[config.mk]
export PLATFORM = sky130hd
export DESIGN_NAME = agg_arbiter
export DESIGN_NICKNAME = d
export VERILOG_FILES = /design/src/rtl/agg_arbiter.sv
export SDC_FILE = /design/constraint.sdc
export NUM_CORES = 1
export LEC_CHECK = 0
export BUFFER_PORTS_ARGS = -buffer_cell sky130_fd_sc_hd__buf_2
export CORE_ASPECT_RATIO = 1.75
export CORE_MARGIN = 10
export CORE_UTILIZATION = 41
export CTS_CLUSTER_DIAMETER = 200
export CTS_CLUSTER_SIZE = 14
export DETAILED_ROUTE_END_ITERATION = 10
export PLACE_DENSITY = 0.87
export RECOVER_POWER = 100
export SLEW_MARGIN = 20
export SYNTH_ARGS = -nofsm -noshare
export SYNTH_HDL_FRONTEND = slang
export SYNTH_SLANG_ARGS = --single-unit
[constraint.sdc]
create_clock -name clk -period 4 [get_ports clk]
set_input_delay 0.2 -clock clk [delete_from_list [all_inputs] [get_ports clk]]
set_output_delay 0.2 -clock clk [all_outputs]
set_load 0.01 [all_outputs]
[src/rtl/agg_arbiter.sv]
// agg_arbiter: round-robin arbiter that hands one requester FIFO at a time to a
// wide-word aggregator for a burst of FETCH_WIDTH beats.
// Optional feature macro: AGG_ARB_HIPRI_EN (requester 0 gets high priority).
// The default build (macro undefined) is a pure round-robin arbiter.
module agg_arbiter #(
  parameter int unsigned DATA_WIDTH  = 16,
  parameter int unsigned FETCH_WIDTH = 4,
  parameter int unsigned NUM_REQ     = 4,
  parameter int unsigned ID_WIDTH    = 2
) (
  input  logic                          clk,
  input  logic                          rst,
  input  logic [NUM_REQ*DATA_WIDTH-1:0] req_data,
  input  logic [NUM_REQ-1:0]            req_empty_n,
  output logic [NUM_REQ-1:0]            req_deq,
  output logic [DATA_WIDTH-1:0]         agg_data,
  output logic                          agg_empty_n,
  input  logic                          agg_deq,
  output logic [ID_WIDTH-1:0]           grant_id,
  output logic                          busy,
  output logic                          burst_done
);

  localparam int unsigned BEAT_W = (FETCH_WIDTH > 1) ? $clog2(FETCH_WIDTH) : 1;
  localparam int unsigned SUM_W  = ID_WIDTH + 1;
  localparam logic [ID_WIDTH-1:0] LAST_ID   = ID_WIDTH'(NUM_REQ - 1);
  localparam logic [BEAT_W-1:0]   LAST_BEAT = BEAT_W'(FETCH_WIDTH - 1);

  typedef enum logic {
    IDLE  = 1'b0,
    BURST = 1'b1
  } state_e;

  state_e                state_q;
  logic [ID_WIDTH-1:0]   rr_ptr_q;
  logic [ID_WIDTH-1:0]   grant_id_q;
  logic [BEAT_W-1:0]     beat_q;
  logic                  burst_done_q;
  logic [ID_WIDTH-1:0]   winner;
  logic [ID_WIDTH-1:0]   next_ptr;
  logic [ID_WIDTH-1:0]   cand;
  logic                  beat;
  logic [DATA_WIDTH-1:0] words [NUM_REQ];

`ifdef AGG_ARB_HIPRI_EN
  logic                  last_zero_q;
  logic                  pool_any;
  logic [ID_WIDTH-1:0]   pool_win;
`endif

  // (base + off) mod NUM_REQ, valid for non-power-of-two NUM_REQ
  function automatic logic [ID_WIDTH-1:0] wrap_add(input logic [ID_WIDTH-1:0] base,
                                                   input int unsigned         off);
    logic [SUM_W-1:0] s;
    s = SUM_W'(base) + SUM_W'(off);
    if (s >= SUM_W'(NUM_REQ)) s = s - SUM_W'(NUM_REQ);
    return ID_WIDTH'(s);
  endfunction

  // Split the flat request data bus into per-requester words
  always_comb begin
    for (int i = 0; i < int'(NUM_REQ); i++) begin
      words[i] = req_data[i*DATA_WIDTH +: DATA_WIDTH];
    end
  end

`ifdef AGG_ARB_HIPRI_EN
  // Requester 0 alternates with the round-robin pool of requesters 1..N-1,
  // so it wins whenever it did not hold the previous grant (or nobody else asks)
  always_comb begin
    cand     = rr_ptr_q;
    pool_win = rr_ptr_q;
    pool_any = 1'b0;
    for (int i = int'(NUM_REQ) - 1; i >= 0; i--) begin
      cand = wrap_add(rr_ptr_q, unsigned'(i));
      if (req_empty_n[cand] && (cand != '0)) begin
        pool_win = cand;
        pool_any = 1'b1;
      end
    end
    if (req_empty_n[0] && !(last_zero_q && pool_any)) begin
      winner = '0;
    end else begin
      winner = pool_win;
    end
  end
`else
  // First requesting index at or above rr_ptr, wrapping to 0
  always_comb begin
    cand   = rr_ptr_q;
    winner = rr_ptr_q;
    for (int i = int'(NUM_REQ) - 1; i >= 0; i--) begin
      cand = wrap_add(rr_ptr_q, unsigned'(i));
      if (req_empty_n[cand]) winner = cand;
    end
  end
`endif

  // Pointer that follows the current owner
  assign next_ptr = (grant_id_q == LAST_ID) ? '0 : grant_id_q + ID_WIDTH'(1);

  // A beat is an accepted word from the owner during a burst
  assign beat = (state_q == BURST) && agg_deq && agg_empty_n;

  // Arbitration / burst FSM with beat counter
  always_ff @(posedge clk) begin
    if (rst) begin
      state_q      <= IDLE;
      rr_ptr_q     <= '0;
      grant_id_q   <= '0;
      beat_q       <= '0;
      burst_done_q <= 1'b0;
`ifdef AGG_ARB_HIPRI_EN
      last_zero_q  <= 1'b0;
`endif
    end else begin
      burst_done_q <= 1'b0;
      case (state_q)
        IDLE: begin
          if (|req_empty_n) begin
            grant_id_q  <= winner;
            beat_q      <= '0;
            state_q     <= BURST;
`ifdef AGG_ARB_HIPRI_EN
            last_zero_q <= (winner == '0);
`endif
          end
        end
        BURST: begin
          if (beat) begin
            if (beat_q == LAST_BEAT) begin
              state_q      <= IDLE;
              burst_done_q <= 1'b1;
`ifdef AGG_ARB_HIPRI_EN
              if (grant_id_q != '0) rr_ptr_q <= next_ptr;
`else
              rr_ptr_q     <= next_ptr;
`endif
            end else begin
              beat_q <= beat_q + BEAT_W'(1);
            end
          end
        end
        default: state_q <= IDLE;
      endcase
    end
  end

  // Steer the owner's FIFO through to the aggregator while bursting
  always_comb begin
    agg_data    = '0;
    agg_empty_n = 1'b0;
    req_deq     = '0;
    if (state_q == BURST) begin
      agg_data             = words[grant_id_q];
      agg_empty_n          = req_empty_n[grant_id_q];
      req_deq[grant_id_q]  = agg_deq & req_empty_n[grant_id_q];
    end
  end

  assign busy       = (state_q == BURST);
  assign grant_id   = grant_id_q;
  assign burst_done = burst_done_q;

endmodule

* Word-level counts from Yosys, hierarchy flattened
Index checks and enable logic that the tools add are counted.
** Operators by class
- Add/subtract/negate cells :: 9
- $lt $le $gt $ge :: 11
- Eq/ne operators :: 5
- Muxes and demuxes :: 36
- Bitwise logic cells :: 5
- Reduce and logical (&&, ||, !) cells :: 8
** Operators by type and width (count)
- $mux W16 :: 3
- $bmux W16 S2 :: 1
- $mux W2 :: 12
- $lt A2 B3 Y1 const B :: 5
- $ge A3 B3 Y1 const B :: 4
- $mux W1 :: 11
- $bmux W1 S2 :: 5
- $sub A2 B1 Y2 const B :: 4
- $add A2 B2 Y3 const B :: 2
- $reduce_and A3 Y1 :: 2
- $add A2 B1 Y2 const B :: 2
- $and A4 B4 Y4 :: 1
- $eq A2 B2 Y1 const B :: 2
- $mux W4 :: 1
- $ne A2 B2 Y1 const B :: 2
- $pmux W2 S2 :: 1
- $reduce_or A4 Y1 :: 1
- $add A2 B1 Y3 const B :: 1
- $ge A2 B3 Y1 const B :: 1
- $logic_and A1 B1 Y1 :: 3
- $not A2 Y3 :: 1
- $reduce_or A3 Y1 :: 1
- $demux W1 S2 :: 1
- $ge A2 B1 Y1 const B :: 1
- other kinds (5) :: 6
** Storage, ports and cells
- Flip-flop bits (word level) :: 8
- Input port bits :: 71
- Output and inout port bits :: 25
- Logic and storage cells :: 79

* Depth between registers and ports, before layout
Gate-level depths: netlist of the first run.
- Word-level depth :: 9
- Mapped depth :: 6
- Gate-level depth less buffers :: 4

* Least setup slack after synthesis of the first run
Ideal clock, no wire load.
- Path kind :: register -> register
- Start point :: reg grant_id_q[0] (netlist: grant_id[0])
- End point :: reg rr_ptr_q[0]
- Setup time :: 0.121 ns
- Arrival :: 1.647 ns
- Data required time :: 3.879 ns
- Slack :: 2.232 ns
- Cell stages (with the launch flop) :: 5
- Path buffers :: 1
- Path through :: dfxtp_1 buf_6 mux4_2 and3_4 mux2_4
** Between the ends
- Cells in the longest elaborated chain, start to end :: 5
- Elaborated cells on any way between the ends :: 8
- Those cells by class :: 1 x add/sub; 1 x eq/ne; 4 x mux; 2 x reduce/logical
** RTL lines
- start: declaration :: line 36 : logic [ID_WIDTH-1:0] grant_id_q;
- start signal: assignment :: line 121 : grant_id_q <= winner;
- $bmux W1 S2 :: line 156 : agg_empty_n = req_empty_n[grant_id_q];
- $mux W1 (not written as such) :: line 156
- $mux W1 :: line 154 : if (state_q == BURST) begin
- $logic_and A1 B1 Y1 :: line 103 : assign beat = (state_q == BURST) && agg_deq && agg_empty_n;
- $reduce_and A3 Y1 (no source line)
- end signal: assignment :: line 137 : rr_ptr_q <= next_ptr;
- end: declaration :: line 35 : logic [ID_WIDTH-1:0] rr_ptr_q;
Several ways; a longest one is shown, not always the timed one. The select of a mux whose other input is x is not followed.
A chain may end at the register's enable or synchronous reset.

* Worst setup path after layout of the first run
- Start point :: reg grant_id_q[0] (netlist: grant_id[0])
- End point :: out agg_data[2]
** Between the ends
- Cells in the longest elaborated chain, start to end :: 5
** RTL lines
- $not A2 Y3 (not written as such) :: line 155 : agg_data = words[grant_id_q];
- $bmux W16 S2 :: line 155
- $mux W16 (not written as such) (2 in a row) :: line 155
- $mux W16 :: line 154
- end: declaration :: line 16 : output logic [DATA_WIDTH-1:0] agg_data,
Every way passes these cells. The select of a mux whose other input is x is not followed.

==> report_table.html, run 1 <==
<table>
<tr><th>Metric</th><th>Value</th></tr>
<tr><th colspan="2">Status</th></tr>
<tr><td>Outcome</td><td>completed</td></tr>
<tr><th colspan="2">Pwr</th></tr>
<tr><td>Leakage</td><td>0.724 nW</td></tr>
<tr><td>Post-layout power</td><td>0.000312 W</td></tr>
<tr><td>Max VDD drop</td><td>0.117 mV</td></tr>
<tr><td>Cell area power density</td><td>200 nW/µm²</td></tr>
<tr><th colspan="2">Cells and area</th></tr>
<tr><td>Ratio of cells with drive above 1 in the final layout</td><td>46.9%</td></tr>
<tr><td>Area occupied by multi-input gates</td><td>852 µm²</td></tr>
<tr><td>Final core utilization</td><td>61.7%</td></tr>
<tr><td>Commonest non-fill, non-tap cell in the layout</td><td>buf_2</td></tr>
<tr><td>Area taken by flip-flops and latches</td><td>160 µm²</td></tr>
<tr><td>Fill cell total of the finished layout</td><td>226</td></tr>
<tr><td>Commonest non-fill, non-tap cells in the layout</td><td>buf_2, clkbuf_1, and2_1, mux4_2, dfxtp_1</td></tr>
<tr><td>Layout-stage area growth over the synthesis result</td><td>44.0%</td></tr>
<tr><td>Post-route cell area</td><td>1560 µm²</td></tr>
<tr><td>Count of inserted antenna diode cells</td><td>0</td></tr>
<tr><td>Number of nets at the end of the flow</td><td>270</td></tr>
<tr><th colspan="2">STA</th></tr>
<tr><td>Final cycle utilization of the critical path</td><td>67.2%</td></tr>
<tr><td>Transition at the pin with the smallest max-transition slack</td><td>0.833 ns</td></tr>
<tr><td>Number of failing hold endpoints at the final stage</td><td>0</td></tr>
<tr><td>Post-layout minimum cycle time</td><td>2.69 ns</td></tr>
<tr><td>Final Worst Setup Slack</td><td>1.31 ns</td></tr>
<tr><td>Max-slew headroom</td><td>44.5%</td></tr>
<tr><td># setup viols final</td><td>0</td></tr>
<tr><td>Setup skew after layout</td><td>0.000503 ns</td></tr>
<tr><td>Setup repair after global routing missed its margin</td><td>false</td></tr>
<tr><td>Max-slew violation count</td><td>0</td></tr>
<tr><td>Setup Total Neg Slack</td><td>0 ns</td></tr>
<tr><td>Maximum achievable frequency</td><td>372 MHz</td></tr>
<tr><th colspan="2">Die</th></tr>
<tr><td>Starting density of the core</td><td>42.9%</td></tr>
<tr><td>Number of rows created at floorplan</td><td>24</td></tr>
<tr><td>Horizontal die dimension</td><td>58.8 µm</td></tr>
<tr><td>Total die area</td><td>5170 µm²</td></tr>
<tr><td>Core area</td><td>2520 µm²</td></tr>
<tr><td>Count of pins on the block boundary</td><td>96</td></tr>
<tr><td>Die extent in y</td><td>87.9 µm</td></tr>
<tr><th colspan="2">Global routing</th></tr>
<tr><td>Global-route congestion overflow total</td><td>0</td></tr>
<tr><td>GRT Resource Usage Total</td><td>15.5%</td></tr>
<tr><td>Via count of the first global-routing pass</td><td>1322</td></tr>
<tr><td>Number of antenna violations at the first check in global routing</td><td>0</td></tr>
<tr><td>Wire length of the first global-routing pass</td><td>6430 µm</td></tr>
<tr><td>Largest net degree at the start of global routing</td><td>26</td></tr>
<tr><th colspan="2">Clock network</th></tr>
<tr><td>Post-CTS setup buffer count</td><td>0</td></tr>
<tr><td>Clock latency of the later-clocked register in the worst-skew pair</td><td>0.23 ns</td></tr>
<tr><td>Worst-case clock buffer depth</td><td>2</td></tr>
<tr><td>Buffer type at the clock tree root</td><td>clkbuf_8</td></tr>
<tr><td>CTS tree</td><td>done</td></tr>
<tr><td>Cts bufs inserted</td><td>3</td></tr>
<tr><td>Total number of H-tree levels</td><td>1</td></tr>
<tr><td>Count of instances resized after the clock tree is built</td><td>0</td></tr>
<tr><td>CTS hold repair buffers</td><td>0</td></tr>
<tr><td>CTS sink cnt</td><td>8</td></tr>
<tr><td>CTS clk-pin slew, worst paths</td><td>0.04 ns</td></tr>
<tr><th colspan="2">Worst setup path</th></tr>
<tr><td>Data arrival time of the worst path</td><td>2.49 ns</td></tr>
<tr><td>Data required, critical path</td><td>3.80 ns</td></tr>
<tr><td>Kind of critical path</td><td>reg -&gt; out</td></tr>
<tr><td>Critical Path Sink Type</td><td>output pin</td></tr>
<tr><td>Highest net fanout along the worst path</td><td>13</td></tr>
<tr><td>Setup crit start kind</td><td>flop</td></tr>
<tr><th colspan="2">Synth</th></tr>
<tr><td>Synthesized netlist net count</td><td>177</td></tr>
<tr><td>Top cell type's share of synthesized area</td><td>20.8%</td></tr>
<tr><td>Portion of the post-synthesis area used by sequential elements</td><td>14.8%</td></tr>
<tr><td>Cells after synthesis</td><td>101</td></tr>
<tr><td>Ranking of synthesized cells by area</td><td>mux4_2, mux4_1, dfxtp_1</td></tr>
<tr><td>Post-synth top area cell</td><td>mux4_2</td></tr>
<tr><td>Number of different library cells in the post-synthesis netlist</td><td>31</td></tr>
<tr><td>Syn Area/Cell</td><td>10.7 µm²</td></tr>
<tr><td>Cell area after technology mapping</td><td>1080 µm²</td></tr>
<tr><td>Ys Warns</td><td>0</td></tr>
<tr><td>Number of storage elements in the synthesis netlist</td><td>8</td></tr>
<tr><th colspan="2">Routing</th></tr>
<tr><td>Average wire per cell in the routed design</td><td>19.3 µm</td></tr>
<tr><td>Average via count per standard cell</td><td>5.74</td></tr>
<tr><td>Remaining antenna violation count after routing</td><td>0</td></tr>
<tr><td>DRT Pass-1 Iters</td><td>5</td></tr>
<tr><td>Overall via count from detail_route</td><td>1252</td></tr>
<tr><td>DR DRC count</td><td>0</td></tr>
<tr><td>Total wire length</td><td>4210 µm</td></tr>
<tr><td>First-iteration detailed-routing DRC count</td><td>46</td></tr>
<tr><th colspan="2">Min path</th></tr>
<tr><td>Class of the tightest hold or removal check</td><td>in -&gt; reg</td></tr>
<tr><th colspan="2">Placement</th></tr>
<tr><td>HPWL Detailed</td><td>3580 µm</td></tr>
<tr><td>Pre-CTS setup slack</td><td>1.96 ns</td></tr>
<tr><td>Port buffer count</td><td>95</td></tr>
<tr><td>Placed cell area</td><td>1560 µm²</td></tr>
<tr><td>Final Wtd Congestion</td><td>0.826</td></tr>
<tr><th colspan="2">Job</th></tr>
<tr><td>Max-cap check violation count</td><td>0</td></tr>
</table>
==> worst max-delay path: stages (launching register included) <==
cell      delay (ns)
dfxtp_1         0.60
clkbuf_1        0.68
mux4_1          0.67
and2_0          0.17
buf_2           0.14
==> path summary, 6_finish.rpt <==
check | endpoint | depth (start not counted) | slack [ns] | startpoint
setup reg to reg | rr_ptr_q[0] | 3 | 1.95 | grant_id[1]
hold reg to reg | beat_q[1] | 3 | 0.57 | beat_q[1]
setup / recovery | agg_data[2] | 4 | 1.31 | grant_id[0]
hold / removal | grant_id[1] | 2 | 0.30 | rst
==> state kept, by name, summed over array words and instances, names as in the netlist <==
| name | cells |
|---|---|
| beat_q | 2 |
| grant_id | 2 |
| rr_ptr_q | 2 |
| burst_done | 1 |
| busy | 1 |
==> layout make-up <==
| class | instances | share of cell area, % |
|---|---|---|
| multi-input cells | 81 | 54.7 |
| repair buffers | 96 | 29.3 |
| flip-flops and latches | 8 | 10.3 |
| clock buffers | 3 | 2.65 |
| well taps | 26 | 2.09 |
| inverters | 4 | 0.965 |
==> kinds of logic after synthesis <==
kind of cell             after synthesis  synth area share [%]
AO/OA/AOI/OAI                         10                  6.94
adder cells (fa/ha/maj)                5                  5.79
buffers and inverters                 12                  5.09
flip-flops                             8                  14.8
multiplexers                          21                  42.0
AND/OR/NAND/NOR                       45                  25.3
==> synth_stat cells (all sizes together) <==
library cell	count
and2	18
mux4	17
dfxtp	8
and3	5
clkbuf	5
ha	5
nor2b	5
inv	4
nor2	4
buf	3
mux2i	3
nand2b	3
nor3	3
o21ai	3
or4	2
a211oi	1
a21oi	1
a311oi	1
a31o	1
and3b	1
mux2	1
nand2	1
nand3	1
nand4	1
nor4	1
o21a	1
o221ai	1
o32ai	1
==> per-layer routing <==
metal | GRT usage [%] | up-vias | routed length [µm]
met5 | 0 | - | 0
met4 | 7.13 | 0 | 125
met3 | 3.77 | 14 | 399
met2 | 29.7 | 91 | 2190
met1 | 14.6 | 571 | 1500
li1 | - | 576 | -
==> report_power, final <==
group,switching (W),total (W),internal [W]
Clock,0.0000319,0.0000971,0.0000652
Sequential,0.0000104,0.0000929,0.0000826
Combinational,0.0000497,0.000122,0.0000720
==> through the flow <==
| step | hold slack [ns] | std cells |
|---|---|---|
| 2_1_floorplan | 0.344 | 101 |
| 3_3_place_gp | 0.520 | 215 |
| 3_5_place_dp | 0.528 | 215 |
| 4_1_cts | 0.303 | 218 |
| 5_1_grt | 0.321 | 218 |
| 6_report | 0.302 | 218 |
Power figures use the tool's default switching activity.
==> inputs of run 2 (changes only) <==
--- a/config.mk
+++ b/config.mk
@@ -5,14 +5,15 @@
 export SDC_FILE = /design/constraint.sdc
 export NUM_CORES = 1
 export LEC_CHECK = 0
+export ABC_AREA = 1
 export BUFFER_PORTS_ARGS = -buffer_cell sky130_fd_sc_hd__buf_2
 export CORE_ASPECT_RATIO = 1.75
 export CORE_MARGIN = 10
-export CORE_UTILIZATION = 41
+export CORE_UTILIZATION = 36
 export CTS_CLUSTER_DIAMETER = 200
 export CTS_CLUSTER_SIZE = 14
 export DETAILED_ROUTE_END_ITERATION = 10
-export PLACE_DENSITY = 0.87
+export PLACE_DENSITY = 0.77
 export RECOVER_POWER = 100
 export SLEW_MARGIN = 20
 export SYNTH_ARGS = -nofsm -noshare
==> constraint.sdc (replaced) <==
create_clock -name clk -period 2.3 [get_ports clk]
set_input_delay 0.115 -clock clk [delete_from_list [all_inputs] [get_ports clk]]
set_output_delay 0.115 -clock clk [all_outputs]
set_load 0.01 [all_outputs]
==> report_table.html, run 2 <==
<table>
<tr><th>Metric</th><th>Value</th></tr>
<tr><th colspan="2">Synth</th></tr>
<tr><td>Number of different library cells in the post-synthesis netlist</td><td>21 (-32%)</td></tr>
<tr><td>Cells after synthesis</td><td>240 (+140%)</td></tr>
<tr><td>Most instantiated library cell after synthesis</td><td>nor2_1</td></tr>
<tr><td>Syn Area/Cell</td><td>5.08 µm² (-53%)</td></tr>
<tr><td>Proportion of register bits with asynchronous set or reset after synthesis</td><td>0% (unchanged)</td></tr>
<tr><td>Number of flops mapped to enable cells by yosys</td><td>0 (unchanged)</td></tr>
<tr><td>Post-synth top area cell</td><td>nor2_1</td></tr>
<tr><td>Portion of the post-synthesis area used by sequential elements</td><td>13.1% (-1.7 points)</td></tr>
<tr><td>Leading cell types by count after synthesis</td><td>nor2_1, o21ai_0, nand2_1</td></tr>
<tr><td>Number of storage elements in the synthesis netlist</td><td>8 (unchanged)</td></tr>
<tr><td>Top cell type's share of synthesized area</td><td>23.7% (+2.9 points)</td></tr>
<tr><td>Ranking of synthesized cells by area</td><td>nor2_1, o21ai_0, dfxtp_1</td></tr>
<tr><td>Synthesized netlist net count</td><td>316 (+79%)</td></tr>
<tr><td>Cell area after technology mapping</td><td>1220 µm² (+13%)</td></tr>
<tr><td>Ys flop type</td><td>dfxtp_1</td></tr>
<tr><td>Ys Warns</td><td>0 (unchanged)</td></tr>
<tr><th colspan="2">STA</th></tr>
<tr><td>Number of failing hold endpoints at the final stage</td><td>0 (unchanged)</td></tr>
<tr><td>Max-slew headroom</td><td>70.5% (+26 points)</td></tr>
<tr><td>Final cycle utilization of the critical path</td><td>84.0%</td></tr>
<tr><td>Post-layout minimum cycle time</td><td>1.93 ns</td></tr>
<tr><td>Setup skew after layout</td><td>0.00274 ns (+0.00224 ns)</td></tr>
<tr><td>Transition at the pin with the smallest max-transition slack</td><td>0.442 ns (-0.391 ns)</td></tr>
<tr><td>Setup repair after global routing missed its margin</td><td>false</td></tr>
<tr><td>Maximum achievable frequency</td><td>517 MHz</td></tr>
<tr><td>Final Worst Setup Slack</td><td>0.367 ns (-0.946 ns)</td></tr>
<tr><td>Setup Total Neg Slack</td><td>0 ns (unchanged)</td></tr>
<tr><td># setup viols final</td><td>0 (unchanged)</td></tr>
<tr><td>Min Hold Slack</td><td>0.0940 ns (-0.208 ns)</td></tr>
<tr><td>Max-slew violation count</td><td>0 (unchanged)</td></tr>
<tr><th colspan="2">Die</th></tr>
<tr><td>Total die area</td><td>6210 µm² (+20%)</td></tr>
<tr><td>Core area</td><td>3210 µm² (+27%)</td></tr>
<tr><td>Horizontal die dimension</td><td>64.0 µm (+8.8%)</td></tr>
<tr><td>Die extent in y</td><td>97.0 µm (+10%)</td></tr>
<tr><td>Number of rows created at floorplan</td><td>27 (+13%)</td></tr>
<tr><td>Count of pins on the block boundary</td><td>96 (unchanged)</td></tr>
<tr><td>Starting density of the core</td><td>38.0% (-4.8 points)</td></tr>
<tr><th colspan="2">Clock network</th></tr>
<tr><td>Buffer type at the clock tree root</td><td>clkbuf_8</td></tr>
<tr><td>Post-CTS setup buffer count</td><td>0 (unchanged)</td></tr>
<tr><td>Cts bufs inserted</td><td>3 (unchanged)</td></tr>
<tr><td>CTS tree</td><td>done</td></tr>
<tr><td>Count of instances resized after the clock tree is built</td><td>0 (unchanged)</td></tr>
<tr><td>CTS hold repair buffers</td><td>0 (unchanged)</td></tr>
<tr><td>Clock latency of the later-clocked register in the worst-skew pair</td><td>0.23 ns (about the same)</td></tr>
<tr><td>CTS sink cnt</td><td>8 (unchanged)</td></tr>
<tr><td>Worst-case clock buffer depth</td><td>2 (unchanged)</td></tr>
<tr><td>Total number of H-tree levels</td><td>1 (unchanged)</td></tr>
<tr><td>CTS clk-pin slew, worst paths</td><td>0.04 ns (about the same)</td></tr>
<tr><th colspan="2">Routing</th></tr>
<tr><td>Average via count per standard cell</td><td>4.77 (-17%)</td></tr>
<tr><td>DR DRC count</td><td>0 (unchanged)</td></tr>
<tr><td>Overall via count from detail_route</td><td>1775 (+42%)</td></tr>
<tr><td>First-iteration detailed-routing DRC count</td><td>154 (+230%)</td></tr>
<tr><td>Total wire length</td><td>4880 µm (+16%)</td></tr>
<tr><td>Remaining antenna violation count after routing</td><td>0 (unchanged)</td></tr>
<tr><td>DRT Pass-1 Iters</td><td>4 (-1)</td></tr>
<tr><td>Average wire per cell in the routed design</td><td>13.1 µm (-32%)</td></tr>
<tr><th colspan="2">Pwr</th></tr>
<tr><td>Leakage</td><td>0.920 nW (+27%)</td></tr>
<tr><td>Max VDD drop</td><td>0.370 mV (+220%)</td></tr>
<tr><td>Cell area power density</td><td>391 nW/µm² (+95%)</td></tr>
<tr><th colspan="2">Cells and area</th></tr>
<tr><td>Final std cells w/o fill</td><td>372 (+71%)</td></tr>
<tr><td>Commonest non-fill, non-tap cells in the layout</td><td>nor2_1, buf_2, o21ai_0, nand2_1, a21oi_1</td></tr>
<tr><td>Number of nets at the end of the flow</td><td>407 (+51%)</td></tr>
<tr><td>Ratio of cells with drive above 1 in the final layout</td><td>26.1% (-21 points)</td></tr>
<tr><td>Count of inserted antenna diode cells</td><td>0 (unchanged)</td></tr>
<tr><td>Post-route cell area</td><td>1710 µm² (+10%)</td></tr>
<tr><td>Layout-stage area growth over the synthesis result</td><td>40.3%</td></tr>
<tr><td>Commonest non-fill, non-tap cell in the layout</td><td>nor2_1</td></tr>
<tr><th colspan="2">Worst setup path</th></tr>
<tr><td>Master of the slowest instance on the critical path</td><td>dfxtp_1</td></tr>
<tr><td>Cells along the critical path</td><td>clkbuf_1 -&gt; nor2_1 -&gt; nor2_1 -&gt; o21ai_0 -&gt; a21oi_1 -&gt; buf_2</td></tr>
<tr><td>Most used cell along the critical path</td><td>nor2_1</td></tr>
<tr><td>Setup crit start kind</td><td>flop</td></tr>
<tr><td>Highest net fanout along the worst path</td><td>11 (-2)</td></tr>
<tr><td>Data arrival time of the worst path</td><td>1.82 ns (-0.67 ns)</td></tr>
<tr><td>Slowest stage delay, CP</td><td>0.58 ns (-0.10 ns)</td></tr>
<tr><td>Critical Path Sink Type</td><td>output pin</td></tr>
<tr><td>Data required, critical path</td><td>2.18 ns (-1.62 ns)</td></tr>
<tr><td>Kind of critical path</td><td>reg -&gt; out</td></tr>
<tr><th colspan="2">Placement</th></tr>
<tr><td>Port buffer count</td><td>95 (unchanged)</td></tr>
<tr><td>Cell count after placement</td><td>369 (+72%)</td></tr>
<tr><td>Placed cell area</td><td>1710 µm² (+9.8%)</td></tr>
<tr><td>Final Wtd Congestion</td><td>0.846 (+2.5%)</td></tr>
<tr><td>Pre-CTS setup slack</td><td>0.642 ns (-1.32 ns)</td></tr>
<tr><td>HPWL Detailed</td><td>4010 µm (+12%)</td></tr>
<tr><th colspan="2">Job</th></tr>
<tr><td>Max-cap check violation count</td><td>0 (unchanged)</td></tr>
<tr><th colspan="2">Global routing</th></tr>
<tr><td>Largest net degree at the start of global routing</td><td>38 (+46%)</td></tr>
<tr><td>Global-route congestion overflow total</td><td>0 (unchanged)</td></tr>
<tr><td>GRT Resource Usage Total</td><td>15.0% (-0.56 points)</td></tr>
<tr><td>Number of antenna violations at the first check in global routing</td><td>0 (unchanged)</td></tr>
<tr><td>Via count of the first global-routing pass</td><td>1652 (+25%)</td></tr>
<tr><td>Wire length of the first global-routing pass</td><td>7820 µm (+22%)</td></tr>
<tr><th colspan="2">Min path</th></tr>
<tr><td>Class of the tightest hold or removal check</td><td>in -&gt; reg</td></tr>
<tr><th colspan="2">Status</th></tr>
<tr><td>Outcome</td><td>completed</td></tr>
</table>
run 2: changes by cell type in the layout (fill, tap and decap cells not counted), moves of 5 or more:
cell     change
nor2b_1      -5
nand2_1     +36
mux4_1       -7
nor2_1      +75
and3_1       -5
a21oi_1     +21
inv_1       +17
mux4_2      -10
and2_0       -5
o21ai_0     +36
nand3_1      +8
and2_1      -13
run 2: area by class of cell:
cell class / instances / area, µm²
clock buffers: 3 / 41.3
flip-flops and latches: 8 / 160
repair buffers: 98 / 470
multi-input cells: 196 / 890
inverters: 24 / 96.3
fillers: 360 / 1500
well taps: 43 / 53.8
run 2: final timing paths:
check                                 start          end  slack [ns]  depth (start not counted)
worst min-delay path                    rst  rr_ptr_q[0]        0.09                          2
worst min register to register    beat_q[1]    beat_q[1]        0.49                          2
worst max-delay path            grant_id[0]  agg_data[1]        0.37                          6
worst max register to register  grant_id[0]  rr_ptr_q[1]        0.48                          8
run 2: per-layer routing:
| metal | global-route usage [%] | vias to the layer above | share of wire (%) |
|---|---|---|---|
| met5 | 0 | - | 0 |
| met4 | 5.04 | 0 | 2.5 |
| met3 | 5.07 | 11 | 9.9 |
| met2 | 25.5 | 77 | 49 |
| met1 | 16.5 | 743 | 38 |
| li1 | - | 944 | - |
run 2: worst max-delay path, delay by kind of cell (launching register included):
family / cells / cell delay (ns)
and+or+nand+nor: 2 / 0.20
DFF: 1 / 0.58
AOI/OAI and AO/OA: 2 / 0.24
buffers and inverters: 2 / 0.56
run 2: kinds of logic (layout without fill, tap and decap cells):
kind of cell / Yosys count / in the layout / share of synthesized area [%]
and+or+nand+nor: 127 / 127 / 41.9
buffers and inverters: 36 / 125 / 13.0
adders and majority gates: 5 / 5 / 5.13
DFF: 8 / 8 / 13.1
AOI/OAI and AO/OA: 64 / 64 / 26.8
run 2: stage by stage:
step / util, % / total power, W
global placement: 53.3 / 0.000515
detailed placement: 53.3 / 0.000518
finish: 53.3 / 0.000669
CTS: 54.5 / 0.000687
floorplan: - / 0.000382
global route: 53.3 / 0.000738
run 2: power breakdown:
group / total, W / switching [W] / internal (W)
clock network: 0.000166 / 0.0000531 / 0.000113
logic: 0.000337 / 0.000200 / 0.000137
registers: 0.000166 / 0.0000166 / 0.000150
==> inputs of run 3 (changes only) <==
--- a/config.mk
+++ b/config.mk
@@ -5,11 +5,11 @@
 export SDC_FILE = /design/constraint.sdc
 export NUM_CORES = 1
 export LEC_CHECK = 0
-export ABC_AREA = 1
+export ABC_AREA = 0
 export BUFFER_PORTS_ARGS = -buffer_cell sky130_fd_sc_hd__buf_2
 export CORE_ASPECT_RATIO = 1.75
 export CORE_MARGIN = 10
-export CORE_UTILIZATION = 36
+export CORE_UTILIZATION = 34
 export CTS_CLUSTER_DIAMETER = 200
 export CTS_CLUSTER_SIZE = 14
 export DETAILED_ROUTE_END_ITERATION = 10
==> constraint.sdc (replaced) <==
create_clock -name clk -period 1.7 [get_ports clk]
set_input_delay 0.085 -clock clk [delete_from_list [all_inputs] [get_ports clk]]
set_output_delay 0.085 -clock clk [all_outputs]
set_load 0.01 [all_outputs]
==> report_table.html, run 3 (synthesized netlist as in run 1, its figures left out) <==
<table>
<tr><th>Metric</th><th>Value</th></tr>
<tr><th colspan="2">Status</th></tr>
<tr><td>Outcome</td><td>complete, but fails checks</td></tr>
<tr><td>Failing checks</td><td>negative setup slack</td></tr>
<tr><th colspan="2">Routing</th></tr>
<tr><td>DR DRC count</td><td>0 (unchanged)</td></tr>
<tr><td>DRT Pass-1 Iters</td><td>4 (unchanged)</td></tr>
<tr><td>Overall via count from detail_route</td><td>1257 (-29%)</td></tr>
<tr><td>Total wire length</td><td>4250 µm (-13%)</td></tr>
<tr><td>Remaining antenna violation count after routing</td><td>0 (unchanged)</td></tr>
<tr><td>Average wire per cell in the routed design</td><td>17.5 µm (+34%)</td></tr>
<tr><td>First-iteration detailed-routing DRC count</td><td>59 (-62%)</td></tr>
<tr><td>Average via count per standard cell</td><td>5.19 (+8.9%)</td></tr>
<tr><th colspan="2">Pwr</th></tr>
<tr><td>Switching power summed over all nets</td><td>0.000234 W (-13%)</td></tr>
<tr><td>Sw Share</td><td>29.1% (-11 points)</td></tr>
<tr><td>Sequential Power Share</td><td>24.9% (about the same)</td></tr>
<tr><td>Cell area power density</td><td>459 nW/µm² (+17%)</td></tr>
<tr><td>Total internal power</td><td>0.000570 W (+43%)</td></tr>
<tr><td>Power share of the combinational group</td><td>45.9% (-4.4 points)</td></tr>
<tr><td>Max VDD drop</td><td>0.226 mV (-39%)</td></tr>
<tr><td>Proportion of power drawn by the clock network</td><td>29.2% (+4.4 points)</td></tr>
<tr><td>Leakage</td><td>0.852 nW (-7.3%)</td></tr>
<tr><th colspan="2">Worst setup path</th></tr>
<tr><td>Crit-path leading delay family</td><td>multiplexers</td></tr>
<tr><td>Data arrival time of the worst path</td><td>1.62 ns (-0.20 ns)</td></tr>
<tr><td>R2R Path Start</td><td>grant_id[0]</td></tr>
<tr><td>Timing startpoint of the critical path</td><td>grant_id[0]</td></tr>
<tr><td>Critical path buffer and inverter count</td><td>2 (unchanged)</td></tr>
<tr><td>Depth of the worst register-to-register path</td><td>3 (-5)</td></tr>
<tr><td>Critical Path Sink Type</td><td>output pin</td></tr>
<tr><td>Total stage count of the critical path</td><td>4 (-2)</td></tr>
<tr><td>Master of the slowest instance on the critical path</td><td>mux4_1</td></tr>
<tr><td>Setup crit start kind</td><td>flop</td></tr>
<tr><td>Cells along the critical path</td><td>buf_8 -&gt; mux4_1 -&gt; and2_1 -&gt; buf_2</td></tr>
<tr><td>Kind of critical path</td><td>reg -&gt; out</td></tr>
<tr><td>Highest net fanout along the worst path</td><td>6 (-5)</td></tr>
<tr><td>Slowest stage delay, CP</td><td>0.53 ns (-0.05 ns)</td></tr>
<tr><td>Data required, critical path</td><td>1.62 ns (-0.56 ns)</td></tr>
<tr><th colspan="2">Clock network</th></tr>
<tr><td>CTS sink cnt</td><td>8 (unchanged)</td></tr>
<tr><td>Worst-case clock buffer depth</td><td>2 (unchanged)</td></tr>
<tr><td>Total number of H-tree levels</td><td>1 (unchanged)</td></tr>
<tr><td>CTS tree</td><td>done</td></tr>
<tr><td>Clock latency of the later-clocked register in the worst-skew pair</td><td>0.23 ns (about the same)</td></tr>
<tr><td>Buffer type at the clock tree root</td><td>clkbuf_8</td></tr>
<tr><td>Cts bufs inserted</td><td>3 (unchanged)</td></tr>
<tr><td>CTS clk-pin slew, worst paths</td><td>0.05 ns (about the same)</td></tr>
<tr><th colspan="2">STA</th></tr>
<tr><td>Max-slew violation count</td><td>0 (unchanged)</td></tr>
<tr><td>Final Worst Setup Slack</td><td>-0.00999 ns (-0.377 ns)</td></tr>
<tr><td>Maximum achievable frequency</td><td>585 MHz</td></tr>
<tr><td>Setup repair after global routing missed its margin</td><td>true</td></tr>
<tr><td>Max-slew headroom</td><td>82.5% (+12 points)</td></tr>
<tr><td>Post-layout minimum cycle time</td><td>1.71 ns</td></tr>
<tr><td>Transition at the pin with the smallest max-transition slack</td><td>0.261 ns (-0.181 ns)</td></tr>
<tr><td>Number of failing hold endpoints at the final stage</td><td>0 (unchanged)</td></tr>
<tr><td># setup viols final</td><td>1 (+1)</td></tr>
<tr><td>Setup skew after layout</td><td>0.00870 ns (+0.00596 ns)</td></tr>
<tr><td>Final cycle utilization of the critical path</td><td>101%</td></tr>
<tr><th colspan="2">Die</th></tr>
<tr><td>Total die area</td><td>5920 µm² (-4.6%)</td></tr>
<tr><td>Count of pins on the block boundary</td><td>96 (unchanged)</td></tr>
<tr><td>Die extent in y</td><td>94.6 µm (-2.5%)</td></tr>
<tr><td>Core area</td><td>3110 µm² (-3.2%)</td></tr>
<tr><td>Number of rows created at floorplan</td><td>27 (unchanged)</td></tr>
<tr><td>Horizontal die dimension</td><td>62.6 µm (-2.2%)</td></tr>
<tr><td>Starting density of the core</td><td>34.8% (-3.2 points)</td></tr>
<tr><th colspan="2">Global routing</th></tr>
<tr><td>Via count of the first global-routing pass</td><td>1366 (-17%)</td></tr>
<tr><td>Most Used Layer, Global Route</td><td>met2</td></tr>
<tr><td>Wire length of the first global-routing pass</td><td>6480 µm (-17%)</td></tr>
<tr><td>GRT Resource Usage Total</td><td>13.3% (-1.6 points)</td></tr>
<tr><td>Number of antenna violations at the first check in global routing</td><td>0 (unchanged)</td></tr>
<tr><td>Global-route congestion overflow total</td><td>0 (unchanged)</td></tr>
<tr><td>Met2 track demand over resource</td><td>24.4% (-1.1 points)</td></tr>
<tr><td>Largest net degree at the start of global routing</td><td>25 (-34%)</td></tr>
<tr><td>Met1 Track Usage GR</td><td>14.1% (-2.4 points)</td></tr>
<tr><td>Met3 GRT Util</td><td>4.86% (-0.21 points)</td></tr>
<tr><th colspan="2">Cells and area</th></tr>
<tr><td>Count of inserted antenna diode cells</td><td>0 (unchanged)</td></tr>
<tr><td>Commonest non-fill, non-tap cell in the layout</td><td>buf_2</td></tr>
<tr><td>Layout-stage area growth over the synthesis result</td><td>62.0%</td></tr>
<tr><td>Fill cell total of the finished layout</td><td>301 (-16%)</td></tr>
<tr><td>Commonest non-fill, non-tap cells in the layout</td><td>buf_2, mux4_2, and2_1, and2_4, dfxtp_1</td></tr>
<tr><td>Final core utilization</td><td>56.4% (+3.0 points)</td></tr>
<tr><td>Ratio of cells with drive above 1 in the final layout</td><td>65.8% (+40 points)</td></tr>
<tr><td>Number of nets at the end of the flow</td><td>277 (-32%)</td></tr>
<tr><th colspan="2">Placement</th></tr>
<tr><td>Port buffer count</td><td>95 (unchanged)</td></tr>
<tr><td>Final Wtd Congestion</td><td>0.814 (-3.8%)</td></tr>
<tr><td>Pre-CTS setup slack</td><td>0.0966 ns (-0.545 ns)</td></tr>
<tr><th colspan="2">Min path</th></tr>
<tr><td>Class of the tightest hold or removal check</td><td>in -&gt; reg</td></tr>
<tr><td>Hold path startpoint</td><td>rst</td></tr>
<tr><td>Number of stages on the worst hold path</td><td>2 (unchanged)</td></tr>
<tr><th colspan="2">Job</th></tr>
<tr><td>Max-cap check violation count</td><td>0 (unchanged)</td></tr>
</table>
[run 3: cell types whose count changed in the layout (fill, tap and decap cells not counted), moves of 6 or more]
cell / delta
inv_1: -17
a21oi_1: -21
nor2_1: -75
clkbuf_1: -19
o21ai_0: -36
buf_6: +6
nand3_1: -8
mux4_2: +14
buf_2: +12
and2_1: +11
and2_4: +7
nand2_1: -36
[run 3: final timing paths]
check / to / slack, ns
max: agg_data[2] / -0.01
min reg2reg: beat_q[1] / 0.57
min: beat_q[1] / 0.18
max reg2reg: rr_ptr_q[0] / 0.09
[run 3: routing by layer]
layer  routed length, µm  vias up
li1                    -      583
met1                1700      576
met2                2070       94
met3                 439        4
met4                  36        0
met5                   0        -
[run 3: what timing repair did]
item / CTS / global route
setup buffers: 1 / 0
pin swaps: 0 / 7
hold endpoints to repair: 0 / 0
endpoints found under the setup margin: 16 / 12
hold buffers: 0 / 0
resized for setup: 5 / 18
gates cloned: 0 / 1
[run 3: final cells by class]
type / instances / area (µm²) / area share [%]
multi-input cells: 81 / 868 / 49.6
repair buffers: 103 / 609 / 34.8
flip-flops and latches: 8 / 164 / 9.36
well taps: 43 / 53.8 / 3.07
clock buffers: 3 / 41.3 / 2.36
inverters: 4 / 15.0 / 0.857
[run 3: power groups by stage]
stage | Clock [W] | Sequential, W | Combinational [W]
6_report | 0.000235 | 0.000200 | 0.000369
5_1_grt | 0.000246 | 0.000201 | 0.000402
4_1_cts | 0.000237 | 0.000199 | 0.000333
3_5_place_dp | 0 | 0.000203 | 0.000327
3_3_place_gp | 0 | 0.000203 | 0.000315
2_1_floorplan | 0 | 0.000205 | 0.000172
[run 3: worst reg2reg max path, stage by stage (launching register included)]
cell     delay [ns]
dfxtp_4        0.40
mux4_2         0.60
and3_4         0.21
mux2_4         0.29
[run 3: metrics by stage]
step | hold WS [ns] | TNS (ns) | cell area [µm²] | power (W) | cells
after floorplan | 0.228 | 0 | 1080 | 0.000377 | 101
after global placement | 0.420 | 0 | 1620 | 0.000518 | 237
after detailed placement | 0.419 | 0 | 1620 | 0.000530 | 237
after CTS | 0.182 | -0.00645 | 1680 | 0.000769 | 241
after global routing | 0.209 | -0.204 | 1750 | 0.000849 | 242
final | 0.180 | -0.00999 | 1750 | 0.000804 | 242
